### src/rtl/control_ws_pkg.sv
// Shared types for the control_ws sequencer.
//   opcode_t     : VeriRISC instruction opcodes.
//   ctrl_state_t : sequencer states; encodings 10..15 are illegal.
//   ctrl_t       : bundle of the seven datapath control lines.
//   is_aluop()   : opcodes that read an operand from memory.
package control_ws_pkg;

    typedef enum logic [2:0] {
        HLT = 3'd0,
        SKZ = 3'd1,
        ADD = 3'd2,
        AND = 3'd3,
        XOR = 3'd4,
        LDA = 3'd5,
        STO = 3'd6,
        JMP = 3'd7
    } opcode_t;

    typedef enum logic [3:0] {
        INST_ADDR  = 4'd0,
        INST_FETCH = 4'd1,
        INST_LOAD  = 4'd2,
        IDLE       = 4'd3,
        OP_ADDR    = 4'd4,
        OP_FETCH   = 4'd5,
        ALU_OP     = 4'd6,
        STORE      = 4'd7,
        HALTED     = 4'd8,
        PAUSE      = 4'd9
    } ctrl_state_t;

    typedef struct packed {
        logic load_ac;
        logic mem_rd;
        logic mem_wr;
        logic inc_pc;
        logic load_pc;
        logic load_ir;
        logic halt;
    } ctrl_t;

    // Opcodes whose operand comes from memory (and therefore may wait on it).
    function automatic logic is_aluop(input opcode_t op);
        logic res;
        case (op)
            ADD, AND, XOR, LDA: res = 1'b1;
            default:            res = 1'b0;
        endcase
        return res;
    endfunction

endpackage

### src/rtl/control_ws_wait_timer.sv
// Counts consecutive not-ready cycles spent in a memory fetch state.
//   clk, rst_ : clock, async active-low reset
//   clr       : zero the count (sequencer not in a wait state)
//   en        : memory not ready this cycle; count one more wait cycle
//   timeout   : count has reached MAX_WAIT; one more not-ready cycle is fatal
module ctrl_wait_timer #(
    parameter int MAX_WAIT = 15
) (
    input  logic clk,
    input  logic rst_,
    input  logic clr,
    input  logic en,
    output logic timeout
);

    localparam logic [7:0] MAX_WAIT_C = 8'(MAX_WAIT);

    logic [7:0] wait_cnt_r;

    assign timeout = (wait_cnt_r == MAX_WAIT_C);

    // Wait counter; saturates at MAX_WAIT since the sequencer leaves on timeout.
    always_ff @(posedge clk or negedge rst_) begin
        if (!rst_) begin
            wait_cnt_r <= 8'd0;
        end else if (clr) begin
            wait_cnt_r <= 8'd0;
        end else if (en && !timeout) begin
            wait_cnt_r <= wait_cnt_r + 8'd1;
        end else begin
            wait_cnt_r <= wait_cnt_r;
        end
    end

endmodule

### src/rtl/control_ws.sv
// VeriRISC sequencer with memory wait/timeout, halt/resume and single-step.
//   clk, rst_         : clock, async active-low reset
//   opcode, zero      : instruction opcode and accumulator zero flag
//   mem_ready         : memory read data valid this cycle
//   resume            : pulse, leaves HALTED (also clears mem_err)
//   step_en, step     : single-step enable (sampled in STORE), pulse leaves PAUSE
//   load_ac..halt     : registered datapath controls for the occupied state
//   mem_err           : sticky memory-timeout flag
//   instr_cnt         : retired-instruction counter, wraps
//   state_o           : current state for debug
module control_ws
    import control_ws_pkg::*;
#(
    parameter int MAX_WAIT = 15,
    parameter int CNT_W    = 16
) (
    input  logic             clk,
    input  logic             rst_,
    input  opcode_t          opcode,
    input  logic             zero,
    input  logic             mem_ready,
    input  logic             resume,
    input  logic             step_en,
    input  logic             step,
    output logic             load_ac,
    output logic             mem_rd,
    output logic             mem_wr,
    output logic             inc_pc,
    output logic             load_pc,
    output logic             load_ir,
    output logic             halt,
    output logic             mem_err,
    output logic [CNT_W-1:0] instr_cnt,
    output ctrl_state_t      state_o
);

    ctrl_state_t      state_r;
    ctrl_state_t      nstate_s;
    ctrl_t            ctrl_s;
    ctrl_t            ctrl_r;
    logic             aluop_s;
    logic             wait_s;
    logic             set_err_s;
    logic             timeout_s;
    logic             mem_err_r;
    logic [CNT_W-1:0] instr_cnt_r;

    assign aluop_s = is_aluop(opcode);

    ctrl_wait_timer #(
        .MAX_WAIT (MAX_WAIT)
    ) u_wait_timer (
        .clk     (clk),
        .rst_    (rst_),
        .clr     (!wait_s),
        .en      (wait_s && !mem_ready),
        .timeout (timeout_s)
    );

    // Next-state logic; wait_s marks states that hold for memory.
    always_comb begin
        nstate_s  = INST_ADDR;
        wait_s    = 1'b0;
        set_err_s = 1'b0;
        case (state_r)
            INST_ADDR:  nstate_s = INST_FETCH;
            INST_FETCH: begin
                wait_s = 1'b1;
                if (mem_ready) begin
                    nstate_s = INST_LOAD;
                end else if (timeout_s) begin
                    nstate_s  = HALTED;
                    set_err_s = 1'b1;
                end else begin
                    nstate_s = INST_FETCH;
                end
            end
            INST_LOAD:  nstate_s = IDLE;
            IDLE:       nstate_s = OP_ADDR;
            OP_ADDR:    nstate_s = (opcode == HLT) ? HALTED : OP_FETCH;
            OP_FETCH: begin
                if (!aluop_s) begin
                    nstate_s = ALU_OP;
                end else begin
                    wait_s = 1'b1;
                    if (mem_ready) begin
                        nstate_s = ALU_OP;
                    end else if (timeout_s) begin
                        nstate_s  = HALTED;
                        set_err_s = 1'b1;
                    end else begin
                        nstate_s = OP_FETCH;
                    end
                end
            end
            ALU_OP:     nstate_s = STORE;
            STORE:      nstate_s = step_en ? PAUSE : INST_ADDR;
            HALTED:     nstate_s = resume ? INST_ADDR : HALTED;
            PAUSE:      nstate_s = step ? INST_ADDR : PAUSE;
            default:    nstate_s = INST_ADDR;
        endcase
    end

    // Control decode from the state about to be entered, so the registered
    // outputs line up with the cycle that state is occupied.
    always_comb begin
        ctrl_s = '0;
        case (nstate_s)
            INST_FETCH: ctrl_s.mem_rd = 1'b1;
            INST_LOAD, IDLE: begin
                ctrl_s.mem_rd  = 1'b1;
                ctrl_s.load_ir = 1'b1;
            end
            OP_ADDR:    ctrl_s.inc_pc = 1'b1;
            OP_FETCH:   ctrl_s.mem_rd = aluop_s;
            ALU_OP: begin
                ctrl_s.mem_rd  = aluop_s;
                ctrl_s.load_ac = aluop_s;
                ctrl_s.inc_pc  = (opcode == SKZ) && zero;
                ctrl_s.load_pc = (opcode == JMP);
            end
            STORE: begin
                ctrl_s.mem_rd  = aluop_s;
                ctrl_s.load_ac = aluop_s;
                ctrl_s.inc_pc  = (opcode == JMP);
                ctrl_s.load_pc = (opcode == JMP);
                ctrl_s.mem_wr  = (opcode == STO);
            end
            HALTED:     ctrl_s.halt = 1'b1;
            default:    ctrl_s = '0;
        endcase
    end

    // State and registered control outputs.
    always_ff @(posedge clk or negedge rst_) begin
        if (!rst_) begin
            state_r <= INST_ADDR;
            ctrl_r  <= '0;
        end else begin
            state_r <= nstate_s;
            ctrl_r  <= ctrl_s;
        end
    end

    // Sticky timeout flag; cleared on the same edge that resume leaves HALTED.
    always_ff @(posedge clk or negedge rst_) begin
        if (!rst_) begin
            mem_err_r <= 1'b0;
        end else if (set_err_s) begin
            mem_err_r <= 1'b1;
        end else if ((state_r == HALTED) && resume) begin
            mem_err_r <= 1'b0;
        end else begin
            mem_err_r <= mem_err_r;
        end
    end

    // Retired-instruction counter: STORE always exits on the next edge.
    always_ff @(posedge clk or negedge rst_) begin
        if (!rst_) begin
            instr_cnt_r <= '0;
        end else if (state_r == STORE) begin
            instr_cnt_r <= instr_cnt_r + CNT_W'(1);
        end else begin
            instr_cnt_r <= instr_cnt_r;
        end
    end

    assign load_ac   = ctrl_r.load_ac;
    assign mem_rd    = ctrl_r.mem_rd;
    assign mem_wr    = ctrl_r.mem_wr;
    assign inc_pc    = ctrl_r.inc_pc;
    assign load_pc   = ctrl_r.load_pc;
    assign load_ir   = ctrl_r.load_ir;
    assign halt      = ctrl_r.halt;
    assign mem_err   = mem_err_r;
    assign instr_cnt = instr_cnt_r;
    assign state_o   = state_r;

endmodule

### config.mk
export PLATFORM = sky130hd
export DESIGN_NAME = control_ws
export DESIGN_NICKNAME = d
export VERILOG_FILES = /design/src/rtl/control_ws_pkg.sv /design/src/rtl/control_ws_wait_timer.sv /design/src/rtl/control_ws.sv
export SDC_FILE = /design/constraint.sdc
export NUM_CORES = 1
export LEC_CHECK = 0
export ABC_AREA = 1
export ABC_CLOCK_PERIOD_IN_PS = 1900
export CAP_MARGIN = 30
export CORE_AREA = 4 4 76 64
export CTS_CLUSTER_SIZE = 28
export DETAILED_ROUTE_END_ITERATION = 10
export DIE_AREA = 0 0 80 68
export PLACE_DENSITY = 0.79
export SLEW_MARGIN = 40
export SYNTH_ARGS = -nofsm -noshare
export SYNTH_HDL_FRONTEND = slang
export SYNTH_SLANG_ARGS = --single-unit
### constraint.sdc
create_clock -name clk -period 1.9 [get_ports clk]
set_input_delay 0.285 -clock clk [delete_from_list [all_inputs] [get_ports clk]]
set_output_delay 0.285 -clock clk [all_outputs]
set_load 0.03 [all_outputs]
* After elaboration in Yosys (flattened, before gate mapping)
Cells that the tools add are included.
Widths: inputs -> output; s select.
** Storage, ports and cells
- Word-level logic and storage cells :: 81
- Register bits after elaboration :: 36
- Input port bits :: 10
** Cells by class
- Equal/unequal tests :: 26
- Multiplexer cells :: 28
- Reduce and logical (&&, ||, !) cells :: 14
- Add/sub/neg operators :: 2
** Operators with widths (count)
- $pmux 4 s10 :: 1
- $mux 4 :: 9
- $eq 4x3->1 const B :: 8
- $add 16x1->16 const B :: 1
- $eq 4x2->1 const B :: 4
- $mux 8 :: 2
- $eq 3x3->1 const B :: 4
- $eq 4x4->1 const B :: 3
- $mux 1 :: 12
- $add 8x1->8 const B :: 1
- $eq 4x1->1 const B :: 2
- $eq 8x4->1 const B :: 1
- $eq 3x2->1 const B :: 2
- $pmux 1 s2 :: 3
- $reduce_or 3->1 :: 2
- $logic_and 1x1->1 :: 4
- $logic_not 4->1 :: 1
- $reduce_or 2->1 :: 2
- $reduce_or 4->1 :: 1
- $eq 3x1->1 const B :: 1
- $logic_not 3->1 :: 1
- $pmux 1 s3 :: 1
- $logic_not 1->1 :: 2
- $ne 2x1->1 const B :: 1
- $reduce_bool 2->1 :: 1

* Longest topological paths before layout
Gate-level depths: netlist (run 1).
- Depth in word-level cells :: 9
- Mapped depth :: 9

* By module
From an unflattened synthesis (run 1), not the netlist that was laid out.
** Unflattened totals
- Cells, all modules :: 297
- Area total of the unflattened synthesis :: 2103.3 um^2
** Modules (own cells, without submodules)
- control_ws :: area each 1609.0 um^2, cells an instance 230, times used 1
- ctrl_wait_timer :: area each 494.2 um^2, cells an instance 67, times used 1

* Least setup slack after synthesis (run 1)
Ideal clock, no wire load.
- Path kind :: reg-to-reg
- From :: reg instr_cnt_r[0], in the netlist instr_cnt[0]
- To :: reg instr_cnt_r[10], in the netlist instr_cnt[10]
- Data required time :: 1779 ps
- Library setup time :: 121 ps
- Stages on the path, launching flop included :: 7
- Setup slack :: 383 ps
- Path buffers :: 0
- Arrival time :: 1396 ps
- Path through :: dfrtp_1 -> ha_1 -> nand3_1 -> nor2_4 -> nand4_4 -> o21ai_1 -> nand2_1
** On the way
- Word-level cells in the longest chain between the ends :: 1
** Ends and longest elaborated chain
- start: declaration :: RTL line control_ws.sv:46 : logic [CNT_W-1:0] instr_cnt_r;
- start signal: assignment :: RTL line control_ws.sv:163 : instr_cnt_r <= instr_cnt_r + CNT_W'(1);
- start signal: assignment :: RTL line control_ws.sv:165 : instr_cnt_r <= instr_cnt_r;
- $add 16x1->16 :: RTL line control_ws.sv:163
No other way between the ends.
A chain may end at the register's enable or synchronous reset.

* Worst setup path in the final report (run 1)
- From :: reg state_r[1], in the netlist state_o[1]
- To :: out state_o[1]
** RTL lines
- start: declaration :: RTL line control_ws.sv:37 : ctrl_state_t state_r;
- start signal: assignment :: RTL line control_ws.sv:140 : state_r <= nstate_s;
- end: declaration :: RTL line control_ws.sv:34 : output ctrl_state_t state_o
No word-level cell between the ends.

==> results.json, run 1 <==
{
  "status": "complete, no violations",
  "yosys_warnings": 0,
  "yosysTopAreaCell": "dfrtp_1",
  "hpwl_um": 3530,
  "port_buffers": 37,
  "cpLargestDelayFamily": "buffers and inverters",
  "antenna_found_initial": 0,
  "synth-edff-count": 0,
  "syn_avg_cell_area_um2": 7.51,
  "r2r_start": "u_wait_timer.wait_cnt_r[0]",
  "yosysUniqueCellTypes": 31,
  "dieArea_mm2": 0.00544,
  "htree_levels": 2,
  "syn-instance-count": 275,
  "synth_area_leaders": "dfrtp_1 44%, nand2_1 14%, nor2_1 7.3%",
  "antenna_left": 0,
  "path_max_fanout": 6,
  "io_pins": 38,
  "cp_data_arrival_time_ps": 1540,
  "min_path_type": "in2async",
  "clk-insertion-delay-late_ps": 290,
  "worst_slack_ps": 76.9,
  "synth_seq_cells": 36,
  "final_max_slew_viol_count": 0,
  "synth_area_mm2": 0.00206,
  "drt_first_pass_iters": 4,
  "relSlewSlack_pct": 70.1,
  "maxCapViolCount": 0,
  "cp_slowest_cell": "clkdlybuf4s50_1",
  "setup_violations": 0,
  "crit_type": "reg2out",
  "gp_congestion": 0.889,
  "fmax_ghz": 0.549,
  "vias_per_cell": 5.13,
  "cp.depth": 1,
  "synthArstFlopShare_pct": 100,
  "wl_per_cell_um": 12.6,
  "endpoint_kind": "primary output",
  "timing.final.crit_period_ps": 1820,
  "tritoncts": "done",
  "cp-start-kind": "flop",
  "yosysTopAreaCellShare_pct": 43.6,
  "coreArea_mm2": 0.00410,
  "fin_setup_tns_ps": 0,
  "initialDrtViolationCount": 139,
  "syn2layout_area_growth_pct": 26.4,
  "clock-root-buffer": "clkbuf_8",
  "vias": 1946,
  "clockBufferDepth": 2,
  "hold_buffers": 0,
  "power.leakage_nw": 1.24,
  "placementRows": 21,
  "cts_sinks": 36,
  "path_buf_inv": 1,
  "synth_ff_type": "dfrtp_1",
  "grt_max_degree": 37,
  "diodes": 0,
  "grt_util_all_layers_pct": 19.2,
  "cts_resized": 0,
  "grt_setup_unrepaired": "no",
  "start_util_pct": 50.4,
  "nNetsFinal": 333,
  "ff2ff_path_depth": 9,
  "postCtsSetupRepairBufs": 0,
  "grt_overflow": 0,
  "routed_wl_um": 4770,
  "die_h_um": 68,
  "drive_above_1_share_pct": 11.2,
  "critical_path.max_stage_delay_ps": 730,
  "worstPathRequired_ps": 1620,
  "worst_pin_slew_ps": 448,
  "grt_pass1_vias": 1784,
  "dp_worst_setup_slack_ps": 93.5,
  "remaining_drc_errors": 0,
  "fin_crit_sh_pct": 96.0,
  "skew_ps": 9.17,
  "final_hold_viol_count": 0,
  "die_w_um": 80,
  "numCtsBuffers": 5,
  "rrSetupSlack_ps": 320,
  "startpoint": "state_o[1]",
  "r2r-end": "halt",
  "ys_seq_area_share_pct": 43.6,
  "crit_end": "state_o[1]",
  "cp_cell_sequence": "clkdlybuf4s50_1",
  "peakVddDrop_mv": 0.880,
  "syn_nets": 287,
  "clk_pin_slew_worst_paths_ps": 80,
  "grt_pass1_wl_um": 8070,
  "powerDensity_mw_per_mm2": 1120
}
-- sequential cells by signal, summed over array words and instances, names as in the netlist --
signal,count
inc_pc,1
u_wait_timer.wait_cnt_r,8
halt,1
mem_err,1
load_ac,1
state_o,4
load_ir,1
mem_wr,1
load_pc,1
instr_cnt,16
mem_rd,1
-- cell families (layout without fill, tap and decap cells) --
logic type	after synthesis	in the layout	share of synthesized area, %
AND/OR/NAND/NOR	166	166	37.3
buffers and inverters	39	86	7.45
flip-flops	36	36	43.6
AO/OA/AOI/OAI	26	26	7.88
XOR/XNOR	6	6	2.55
adder cells (fa/ha/maj)	2	2	1.21
-- cell usage after synthesis, types with 7 or more instances --
cell type,instances
nand3_1,20
nand2_2,7
inv_1,34
dfrtp_1,36
o21ai_1,8
nor2_1,40
nand2_1,77
o21ai_0,7
-- worst min path at each step --
stage / startpoint / to
3_3_place_gp: u_wait_timer.wait_cnt_r[1] / u_wait_timer.wait_cnt_r[1]
5_1_grt: rst_ / load_ac
4_1_cts: rst_ / instr_cnt[2]
3_5_place_dp: u_wait_timer.wait_cnt_r[1] / u_wait_timer.wait_cnt_r[1]
6_report: rst_ / mem_err
2_1_floorplan: rst_ / halt
-- layout by cell type, fill, tap and decap left out, types with 2 or more instances in the layout --
master,netlist,layout
nand3_1,20,20
nor2_1,40,40
nand2_1,77,77
nor2_4,4,4
o21bai_1,2,2
xor2_1,4,4
o21ai_1,8,8
xnor2_1,2,2
inv_2,4,4
clkdlybuf4s50_1,0,37
nor2_2,4,4
nor3_1,3,3
clkbuf_8,0,6
nand4_1,4,4
buf_4,0,3
o21ai_0,7,7
inv_1,34,34
clkinv_2,0,2
nand2_2,7,7
a21oi_1,4,4
ha_1,2,2
dfrtp_1,36,36
-- where the power goes --
group	leakage [nW]	internal [W]	switching (W)
Clock	0.0510	0.000289	0.000275
Sequential	0.487	0.000893	0.000163
Combinational	0.701	0.000478	0.000819
Total	1.24	0.00166	0.00126
-- layer usage --
layer  vias to the layer above  GRT usage [%]  part of all wire [%]
li1                        962              -                     -
met1                       912           26.7                    47
met2                        68           30.5                    46
met3                         4           4.08                   6.5
met4                         0           5.70                  0.88
met5                         -              0                     0
-- per-stage QoR --
step	power (W)	cell area, µm²	hold WS [ps]	util [%]	instances
floorplan	0.00191	2060	-10.6	-	275
global placement	0.00233	2520	489	61.4	371
detailed placement	0.00235	2520	495	61.4	371
CTS	0.00293	2610	423	63.7	379
global route	0.00311	2610	441	63.7	379
finish	0.00292	2610	404	63.7	379
-- area by class of cell --
| class | count | area [µm²] |
|---|---|---|
| Clock buffer | 6 | 82.6 |
| Tap cell | 57 | 71.3 |
| Timing Repair Buffer | 40 | 393 |
| Multi-Input combinational cell | 200 | 1010 |
| Inverter | 38 | 143 |
| Sequential cell | 36 | 901 |
| Fill cell | 379 | 1490 |
| Clock inverter | 2 | 10.0 |
-- worst reg2reg max path, stage by stage, from the launching register on --
cell and delay [ps]:
dfrtp_1 420, ha_1 240, nand2_1 120, nor2_1 50, nand3_1 110, nand2_2 130
inv_1 160, nand2_1 110, nand3_1 110, nor2_1 40
Note: power is estimated with default switching activity, not from simulation.
==> inputs of run 2 (changes only) <==
ABC_CLOCK_PERIOD_IN_PS = 2100   (was 1900)
CORE_AREA = 4 4 73 62   (was 4 4 76 64)
DIE_AREA = 0 0 77 66   (was 0 0 80 68)
PLACE_DENSITY = 0.85   (was 0.79)
clock period = 2.1 ns   (was 1.9 ns; I/O delays follow)
==> results.json, run 2 (synthesized netlist as in run 1, its figures left out) <==
{
  "status": "complete, no violations",
  "fin_crit_sh_pct": 88.7,
  "fmax_ghz": 0.537,
  "mostFrequentLayoutCells": "77 x nand2_1, 40 x nor2_1, 37 x clkdlybuf4s50_1",
  "final_max_slew_viol_count": 0,
  "design_area_mm2": 0.00259,
  "maxCapViolCount": 0,
  "grt_setup_unrepaired": "no",
  "peakVddDrop_mv": 0.854,
  "hpwl_um": 3540,
  "worst_slack_ps": 237,
  "dp_worst_setup_slack_ps": 243,
  "gp_congestion": 0.898,
  "power.leakage_nw": 1.23,
  "clk-insertion-delay-late_ps": 290,
  "routed_wl_um": 4710,
  "fin_setup_tns_ps": 0,
  "vias": 1896,
  "start_util_pct": 55.4,
  "hold_buffers": 0,
  "path_buf_inv": 1,
  "syn2layout_area_growth_pct": 25.5,
  "die_h_um": 66,
  "antenna_found_initial": 0,
  "cp_cell_sequence": "clkdlybuf4s50_1",
  "endpoint_kind": "primary output",
  "drt_first_pass_iters": 4,
  "clock-root-buffer": "clkbuf_8",
  "cp_data_arrival_time_ps": 1550,
  "tritoncts": "done",
  "whs_ps": 437,
  "cts_sinks": 36,
  "grt_max_degree": 37,
  "coreArea_mm2": 0.00373,
  "skew_ps": 6.87,
  "postCtsSetupRepairBufs": 0,
  "min_path_type": "in2async",
  "dieArea_mm2": 0.00508,
  "antenna_left": 0,
  "worst_pin_slew_ps": 451,
  "remaining_drc_errors": 0,
  "crit_type": "reg2out",
  "critical_path.max_stage_delay_ps": 730,
  "diodes": 0,
  "initialDrtViolationCount": 187,
  "io_pins": 38,
  "largest_reg_flops": 16,
  "timing.final.crit_period_ps": 1860,
  "worstPathRequired_ps": 1780,
  "wl_per_cell_um": 12.9,
  "final_common_cell": "nand2_1",
  "cts_resized": 0,
  "powerDensity_mw_per_mm2": 1020,
  "setup_violations": 0,
  "clk_pin_slew_worst_paths_ps": 70,
  "port_buffers": 37,
  "grt_pass1_wl_um": 8020,
  "htree_levels": 2,
  "grt_util_all_layers_pct": 19.8,
  "vias_per_cell": 5.21,
  "relSlewSlack_pct": 69.9,
  "cpLargestDelayFamily": "buffers and inverters",
  "numCtsBuffers": 5,
  "placementRows": 20,
  "grt_overflow": 0,
  "clockBufferDepth": 2,
  "nNetsFinal": 332,
  "grt_pass1_vias": 1845,
  "die_w_um": 77,
  "cp-start-kind": "flop",
  "dpl-instance-area_mm2": 0.00249,
  "cp_slowest_cell": "clkdlybuf4s50_1",
  "drive_above_1_share_pct": 10.6,
  "path_max_fanout": 6,
  "final_hold_viol_count": 0
}
run 2: area by class of cell:
cell class                      count  area, µm²
Sequential cell                    36        901
Timing Repair Buffer               39        385
Tap cell                           44       55.1
Multi-Input combinational cell    200       1010
Inverter                           38        143
Clock buffer                        7       96.3
Fill cell                         299       1140
run 2: worst paths after layout:
kind	startpoint	endpoint	slack, ps	cells after the start
max	state_o[3]	state_o[3]	240	1
min	rst_	mem_rd	440	2
max reg2reg	state_o[3]	instr_cnt[13]	490	8
min reg2reg	u_wait_timer.wait_cnt_r[1]	u_wait_timer.wait_cnt_r[1]	510	2
max in group asynchronous	rst_	instr_cnt[10]	1340	2
min in group clk	u_wait_timer.wait_cnt_r[1]	u_wait_timer.wait_cnt_r[1]	510	2
run 2: metrics by stage:
step	power [W]	utilization, %	std cells
floorplan	0.00172	-	275
finish	0.00264	69.5	364
global route	0.00281	69.5	364
detailed placement	0.00212	66.9	357
global placement	0.00209	66.9	357
CTS	0.00265	69.5	364
run 2: power breakdown:
part | internal (W) | total, W | switching (W)
Combinational | 0.000420 | 0.00116 | 0.000739
Sequential | 0.000808 | 0.000959 | 0.000150
Clock | 0.000292 | 0.000527 | 0.000235
Total | 0.00152 | 0.00264 | 0.00112
run 2: metal layers:
| metal | track usage, % | vias to the layer above | share of wire (%) |
|---|---|---|---|
| li1 | - | 956 | - |
| met1 | 26.9 | 870 | 51 |
| met2 | 30.8 | 56 | 43 |
| met3 | 4.63 | 14 | 4.9 |
| met4 | 8.00 | 0 | 1.9 |
| met5 | 0 | - | 0 |
